`config.mk`:
```
export PLATFORM = sky130hd
export DESIGN_NAME = pulse_gen
export DESIGN_NICKNAME = d
export VERILOG_FILES = /design/src/rtl/pulse_gen_pkg.sv /design/src/rtl/sat_counter.sv /design/src/rtl/pulse_gen.sv
export SDC_FILE = /design/constraint.sdc
export NUM_CORES = 1
export LEC_CHECK = 0
export ABC_AREA = 1
export CAP_MARGIN = 25
export CORE_ASPECT_RATIO = 0.8
export CORE_MARGIN = 5
export CORE_UTILIZATION = 45
export DETAILED_ROUTE_END_ITERATION = 8
export PLACE_DENSITY = 0.79
export SLEW_MARGIN = 15
export SYNTH_ARGS = -nofsm -noshare
export SYNTH_HDL_FRONTEND = slang
export SYNTH_HIERARCHICAL = 1
export SYNTH_SLANG_ARGS = --single-unit
```
`constraint.sdc`:
```
create_clock -name clock -period 2.67 [get_ports clock]
set_input_delay 0.801 -clock clock [delete_from_list [all_inputs] [get_ports clock]]
set_output_delay 0.801 -clock clock [all_outputs]
set_load 0.02 [all_outputs]
```
`src/rtl/pulse_gen_pkg.sv`:
```
// Shared types and sizing helpers for the pulse_gen event-to-waveform generator.
package pulse_gen_pkg;

  typedef enum logic [1:0] {
    IDLE = 2'd0,
    HIGH = 2'd1,
    LOW  = 2'd2
  } pg_state_t;

  // Width of a down-counter that must hold values up to max(h, l).
  function automatic int unsigned cnt_width(input int unsigned h, input int unsigned l);
    int unsigned m;
    m = (h > l) ? h : l;
    return $clog2(m + 1);
  endfunction

endpackage

```
`src/rtl/sat_counter.sv`:
```
// Saturating up/down counter: simultaneous inc/dec nets to zero, an inc while
// full is dropped and reported for exactly one cycle on sat_drop.
module sat_counter #(
  parameter int unsigned W = 4
) (
  input  logic         clock,
  input  logic         reset_n,
  input  logic         inc,
  input  logic         dec,
  output logic [W-1:0] count,
  output logic         sat_drop
);

  logic [W-1:0] r_count;
  logic         r_drop;
  logic         w_full;
  logic         w_empty;
  logic         w_drop;

  always_comb begin
    w_full  = &r_count;
    w_empty = (r_count == '0);
    w_drop  = inc & ~dec & w_full;
  end

  always_ff @(posedge clock or negedge reset_n) begin
    if (!reset_n) begin
      r_count <= '0;
      r_drop  <= 1'b0;
    end else begin
      r_drop <= w_drop;
      if (inc && !dec && !w_full) begin
        r_count <= r_count + W'(1);
      end else if (dec && !inc && !w_empty) begin
        r_count <= r_count - W'(1);
      end
    end
  end

  assign count    = r_count;
  assign sat_drop = r_drop;

endmodule

```
`src/rtl/pulse_gen.sv`:
```
// Turns single-cycle triggers into HIGH_CYCLES-wide pulses separated by at least
// LOW_CYCLES low clocks; triggers arriving mid-pulse are queued in sat_counter.
module pulse_gen
  import pulse_gen_pkg::*;
#(
  parameter int unsigned HIGH_CYCLES = 4,
  parameter int unsigned LOW_CYCLES  = 4,
  parameter int unsigned PEND_W      = 4
) (
  input  logic              clock,
  input  logic              reset_n,
  input  logic              trigger,
  output logic              pulse_out,
  output logic              busy,
  output logic [PEND_W-1:0] pending,
  output logic              overflow
);

  localparam int unsigned CntW = cnt_width(HIGH_CYCLES, LOW_CYCLES);
  localparam logic [CntW-1:0] HighLoad = CntW'(HIGH_CYCLES - 1);
  localparam logic [CntW-1:0] LowLoad  = CntW'(LOW_CYCLES - 1);

  pg_state_t       r_state;
  logic [CntW-1:0] r_cnt;
  logic            r_pulse;
  logic            r_busy;

  logic w_cnt_zero;
  logic w_pend_nz;
  logic w_gap_end;
  logic w_direct;
  logic w_inc;
  logic w_dec;

  always_comb begin
    w_cnt_zero = (r_cnt == '0);
    w_pend_nz  = (pending != '0);
    w_gap_end  = (r_state == LOW) && w_cnt_zero;
    // A trigger that starts the next pulse itself never enters the queue.
    w_direct   = trigger && ((r_state == IDLE) || (w_gap_end && !w_pend_nz));
    w_dec      = w_pend_nz && (w_gap_end || ((r_state == IDLE) && !trigger));
    w_inc      = trigger && !w_direct;
  end

  sat_counter #(
    .W(PEND_W)
  ) u_pend (
    .clock   (clock),
    .reset_n (reset_n),
    .inc     (w_inc),
    .dec     (w_dec),
    .count   (pending),
    .sat_drop(overflow)
  );

  always_ff @(posedge clock or negedge reset_n) begin
    if (!reset_n) begin
      r_state <= IDLE;
      r_cnt   <= '0;
      r_pulse <= 1'b0;
      r_busy  <= 1'b0;
    end else begin
      case (r_state)
        IDLE: begin
          if (trigger || w_pend_nz) begin
            r_state <= HIGH;
            r_cnt   <= HighLoad;
            r_pulse <= 1'b1;
            r_busy  <= 1'b1;
          end
        end
        HIGH: begin
          if (!w_cnt_zero) begin
            r_cnt <= r_cnt - CntW'(1);
          end else begin
            r_state <= LOW;
            r_cnt   <= LowLoad;
            r_pulse <= 1'b0;
          end
        end
        LOW: begin
          if (!w_cnt_zero) begin
            r_cnt <= r_cnt - CntW'(1);
          end else if (w_pend_nz || trigger) begin
            r_state <= HIGH;
            r_cnt   <= HighLoad;
            r_pulse <= 1'b1;
          end else begin
            r_state <= IDLE;
            r_busy  <= 1'b0;
          end
        end
        default: begin
          r_state <= IDLE;
          r_cnt   <= '0;
          r_pulse <= 1'b0;
          r_busy  <= 1'b0;
        end
      endcase
    end
  end

  assign pulse_out = r_pulse;
  assign busy      = r_busy;

endmodule

```
; ---- After elaboration in Yosys (flattened, before gate mapping)
; Cells that the tools add are included.
[op_classes]
add_sub_neg = 3
eq_ne = 6
mux = 19
bitwise = 4
n_reduce_logical = 29
[ops]
columns = op, count
row1 = logical AND 1 bit, 10
row2 = 2-to-1 mux 3 bit, 3
row3 = one-hot mux 3 bit (3 select lines), 1
row4 = 2-to-1 mux 4 bit, 2
row5 = AND reduction 4 bit, 2
row6 = zero test 1 bit, 7
row7 = 2-to-1 mux 1 bit, 7
row8 = 2-to-1 mux 2 bit, 3
row9 = != test 2 bit (second input constant), 3
row10 = one-hot mux 1 bit (3 select lines), 2
row11 = one-hot mux 2 bit (3 select lines), 1
row12 = adder 4 x 1 -> 4 bit (second input constant), 1
row13 = zero test 4 bit, 1
row14 = nonzero test 4 bit, 1
row15 = subtractor 4 x 1 -> 4 bit (second input constant), 1
row16 = zero test 3 bit, 1
row17 = logical OR 1 bit, 3
row18 = AND reduction 3 bit, 1
row19 = subtractor 3 x 1 -> 3 bit (second input constant), 1
row20 = AND 1 bit, 2
row21 = equality test 2 x 1 -> 1 bit (second input constant), 1
row22 = equality test 2 bit (second input constant), 1
row23 = zero test 2 bit, 1
row24 = != test 2 x 1 -> 1 bit (second input constant), 1
row25 = other kinds (3), 4
[totals]
regBits = 12
in_bits = 3
out_inout_bits = 7
elab_cells = 67

; ---- Depth between registers and ports, before layout
[depth]
ltp_word = 12
depth_mapped = 16
ltp_nobuf = 16

; ---- Cells and area by module
; The synthesis kept the hierarchy.
[modules_own_cells]
columns = mod, n_inst, cells_each, area_each_um2, seq_area_each_um2
row1 = pulse_gen, 1, 65, 469.2, 175.2
row2 = sat_counter, 1, 46, 350.3, 125.1

; ---- Worst setup path before layout
; OpenSTA, ideal clock, no wires.
[synth_path]
kind = input to register
start = in trigger
end = reg u_pend.r_count[3], in the netlist u_pend/count[3]
setup_time_ns = 0.065
arrival_ns = 2.209
required_time_ns = 2.605
setup_slack_ns = 0.396
path_stages = 12
cell_sequence = nand2_1 -> a31oi_1 -> inv_1 -> nor2_1 -> o21ai_2 -> ha_1 -> or2_2 -> nand2_1 -> nand2_1 -> nand3_1 -> nand2_1 -> nand2_1
[synth_rtl]
columns = element, line
row1 = start: declaration, pulse_gen.sv:12  ; input logic trigger,
row2 = logical AND 1 bit, pulse_gen.sv:40  ; w_direct = trigger && ((r_state == IDLE) || (w_gap_end && !w_pend_nz));
row3 = zero test 1 bit, pulse_gen.sv:42  ; w_inc = trigger && !w_direct;
row4 = logical AND 1 bit (*), pulse_gen.sv:42
row5 = via w_inc, pulse_gen.sv:32  ; logic w_inc;
row6 = zero test 1 bit, sat_counter.sv:34  ; end else if (dec && !inc && !w_empty) begin
row7 = logical AND 1 bit (2 in series), sat_counter.sv:34
row8 = nonzero test 2 bit (no source line), --
row9 = end signal: assignment, sat_counter.sv:33  ; r_count <= r_count + W'(1);
row10 = end signal: assignment, sat_counter.sv:35  ; r_count <= r_count - W'(1);
row11 = end: declaration, sat_counter.sv:14  ; logic [W-1:0] r_count;
; Mark *: on every way through the listed nets, which the timed path passes. The rest lies on a longest branch.
; A chain may end at the register's enable or synchronous reset.

; ---- Worst setup path after layout
; Ends and elaborated chain as after synthesis.

==> impl_metrics.csv <==
group,metric,value,unit
clock_tree,numCtsBuffers,3,
synth,number_of_unique_standard_cell_types_used_by_synthesis,22,
grt,grt_use_total,0.1290,
synth,post_synth_edffs,0,
synth,post_synth.cell_area_avg,7.383,sq um
route,routed-via-count,755,
synth,synth.top_cells.by_area,"sky130_fd_sc_hd__dfrtp_1 37%, sky130_fd_sc_hd__nand2_1 13%, sky130_fd_sc_hd__ha_1 6.1%, sky130_fd_sc_hd__nor2_1 6.0%, sky130_fd_sc_hd__nand3_1 5.5%",
route,first_pass_drt_iterations,4,
cells_and_area,multi_input_comb_area,471.7,sq um
synth,arithmetic_cell_share_of_the_synthesized_area_counting_full_adders_half_adders_and_majority_gates,0.08550,
placement,port-buffer-count,9,
placement,dpl-instance-area,967.2,sq um
sta,setup_repair_after_global_routing_missed_its_margin,"no",
floorplan,core_area,1675,sq um
placement,gp_congestion,0.8909,
route,drtIter0Drc,26,
cells_and_area,post-route-cell-area,1012,sq um
floorplan,chipWidth,57.71,um
route,route.detailed.vias_per_inst,5.033,
grt,grt_first_pass_wirelength,2.587,mm
synth,synth-async-reset-ratio,1.000,
sta,final.setup_skew,0.001865,ns
floorplan,die-area,2780,sq um
route,detail_route.drc_violations,0,
cells_and_area,finalNetCount,137,
route,routed_wirelength,1.678,mm
cells_and_area,finish.utilization,0.6042,
critical_path,crit_arrival,2.79,ns
cells_and_area,post_route_cells_drive_above_1_share,0.2109,
synth,yosys.area_share.simple,0.3847,
synth,netlist.top_cell.by_area,"sky130_fd_sc_hd__dfrtp_1",
cells_and_area,antennaDiodeCount,0,
placement,dp_hpwl,1.289,mm
cells_and_area,area_delta_synth_final,23.51,%
sta,final_hold_viol_count,0,
synth,ys_top_cells_by_count,"29 x sky130_fd_sc_hd__nand2_1, 13 x sky130_fd_sc_hd__nor2_1, 12 x sky130_fd_sc_hd__dfrtp_1, 12 x sky130_fd_sc_hd__inv_1, 9 x sky130_fd_sc_hd__nand3_1",
synth,yosys.cell_count.top_type,"sky130_fd_sc_hd__nand2_1",
synth,mappedNetlistNets,119,
sta,maxSlewHeadroom,0.6355,
sta,finalSetupViolCount,0,
sta,final-max-slew-violation-count,0,
synth,synth_area,819.5,sq um
sta,tightestPinTransition,0.5451,ns
floorplan,die_span_y,48.17,um
clock_tree,clock-sinks,12,
critical_path,crit_path_max_fanout,4,
synth,yosysSeqAreaShare,0.3664,
sta,achievable_freq,387.7,MHz
clock_tree,clock_pin_slew_worst_setup_and_hold_paths,0.07,ns
critical_path,critPathRequiredTime,2.88,ns
power_and_ir_drop,power_density,1434,nW/um^2
clock_tree,insertion_delay,0.27,ns
floorplan,row_count,13,
grt,global_route.overflow_total,0,
status,status,"finished, final reports clean",
synth,yosys_register_bits,12,
power_and_ir_drop,p_leak,0.5069,nW
route,drt.antenna.violating_nets,0,
flow_run,cap_viol_max_count,0,
clock_tree,cts_tree,"built",
cells_and_area,sequential_cell_area,300.3,sq um
synth,post_synth_mux_area_share,0,
placement,post-place-ws,-0.2254,ns
synth,largest_family_of_logic_cells_by_synthesized_area,"simple AND/OR/NAND/NOR gates",
hold_path,worstHoldPathType,"flip-flop to flip-flop",
synth,synth_warnings,6,
sta,post-route-period-util,0.9660,
grt,grt_pass1_vias,590,
clock_tree,cts.htree.levels,1,
synth,synth_largest_type_area_fraction,0.3664,
sta,worst_hold_slack,0.4741,ns
grt,grt_start_max_net_pins,13,
cells_and_area,fillers,145,
synth,synth_ff_type,"sky130_fd_sc_hd__dfrtp_1",
critical_path,critPathLaunchType,"input port",
clock_tree,clock_path_buffers,2,
critical_path,cp-end-kind,"flip-flop",
floorplan,ioPinCount,10,
clock_tree,cts_root_buffer,"sky130_fd_sc_hd__clkbuf_4",
floorplan,floorplan.initialDensity,0.4892,
power_and_ir_drop,ir_worst_vdd,0.0006792,V
synth,yosys.area_share.xor_xnor,0.03206,
grt,grt_antenna_before_repair,0,
synth,synthCells,111,
cells_and_area,finish.cell_count_without_fillers,150,
critical_path,path_class,"input port to flip-flop",
route,drt-wirelength-per-cell,11.19,um
sta,period_minus_slack,2.579,ns
placement,placed_cells,146,
sta,worst_slack,0.09086,ns
synth,complex_gate_fraction_of_the_synthesized_area,0.06260,
[final timing paths]
kind	startpoint	end	slack, ns	depth (start not counted)
worst max-delay path	trigger	u_pend/count[3]	0.09	13
worst min-delay path	busy	busy	0.47	2
worst max register to register	r_cnt[0]	u_pend/count[3]	0.37	15
worst min register to register	busy	busy	0.47	2
max in group asynchronous	reset_n	u_pend/sat_drop	1.43	1
min in group asynchronous	reset_n	pulse_out	0.88	1
[final cells by class]
cell class,instances,area share
Clock buffer,4,0.03585
Inverter,15,0.05562
Multi-Input combinational cell,84,0.4660
Sequential cell,12,0.2967
Tap cell,22,0.02719
Timing Repair Buffer,13,0.1187
[power breakdown]
| part | internal, mW | total [mW] | switching [mW] |
|---|---|---|---|
| combinational | 0.401 | 0.953 | 0.553 |
| clock | 0.0829 | 0.143 | 0.0598 |
| sequential | 0.270 | 0.355 | 0.0855 |
| total | 0.753 | 1.45 | 0.698 |
[per-layer routing]
| layer | track usage | share of wire | wire (um) | vias up |
|---|---|---|---|---|
| li1 | - | - | - | 388 |
| met1 | 0.1637 | 0.44 | 744 | 337 |
| met2 | 0.2050 | 0.46 | 764 | 28 |
| met3 | 0.04497 | 0.086 | 145 | 2 |
| met4 | 0.05556 | 0.014 | 23 | 0 |
| met5 | 0 | 0 | 0 | - |
[state kept, by name, summed over array words and instances (netlist names)]
name	cells
busy	1
pulse_out	1
r_cnt	3
r_state	2
u_pend/count	4
u_pend/sat_drop	1
[metrics by stage]
step                setup TNS (ns)  total power, mW
floorplan                        0            1.012
global route                     0            1.573
finish                           0            1.451
CTS                              0            1.446
global placement           -0.2594            1.257
detailed placement         -0.4534            1.295
[layout by cell type (no fill, tap or decap), types with 2 or more instances in the layout]
cell type                         instances
sky130_fd_sc_hd__nand4_1                  2
sky130_fd_sc_hd__xnor2_1                  2
sky130_fd_sc_hd__nor2_1                  12
sky130_fd_sc_hd__nand2_1                 29
sky130_fd_sc_hd__dfrtp_1                 12
sky130_fd_sc_hd__nand2_2                  4
sky130_fd_sc_hd__nor2_2                   6
sky130_fd_sc_hd__clkdlybuf4s50_1          9
sky130_fd_sc_hd__inv_2                    3
sky130_fd_sc_hd__ha_1                     4
sky130_fd_sc_hd__inv_1                   12
sky130_fd_sc_hd__buf_4                    4
sky130_fd_sc_hd__a21oi_1                  6
sky130_fd_sc_hd__nand3_1                  9
sky130_fd_sc_hd__clkbuf_4                 3
[logic make-up (layout without fill, tap and decap cells)]
kind of cell             after synthesis  count (layout)
AO/OA/AOI/OAI                          9               9
XOR/XNOR                               3               3
adder cells (fa/ha/maj)                5               5
buffers and inverters                 15              32
flip-flops                            12              12
AND/OR/NAND/NOR                       67              67
[what timing repair did]
| action | in CTS | in global routing |
|---|---|---|
| resized for setup | 0 | 2 |
| setup buffers | 0 | 0 |
| endpoints found under the setup margin | 0 | 2 |
| hold buffers | 0 | 0 |
[critical path, cell delays in order]
cell                              delay [ns]
sky130_fd_sc_hd__clkdlybuf4s50_1        0.52
sky130_fd_sc_hd__nand2_1                0.09
sky130_fd_sc_hd__a31oi_2                0.19
sky130_fd_sc_hd__inv_1                  0.07
sky130_fd_sc_hd__nor2_2                 0.11
sky130_fd_sc_hd__o21ai_2                0.09
sky130_fd_sc_hd__ha_1                   0.32
sky130_fd_sc_hd__or2_2                  0.29
sky130_fd_sc_hd__nand2_1                0.07
sky130_fd_sc_hd__nand2_1                0.07
sky130_fd_sc_hd__nand3_1                0.07
sky130_fd_sc_hd__nand2_1                0.05
sky130_fd_sc_hd__nand2_1                0.07
Power figures use the tool's default switching activity.
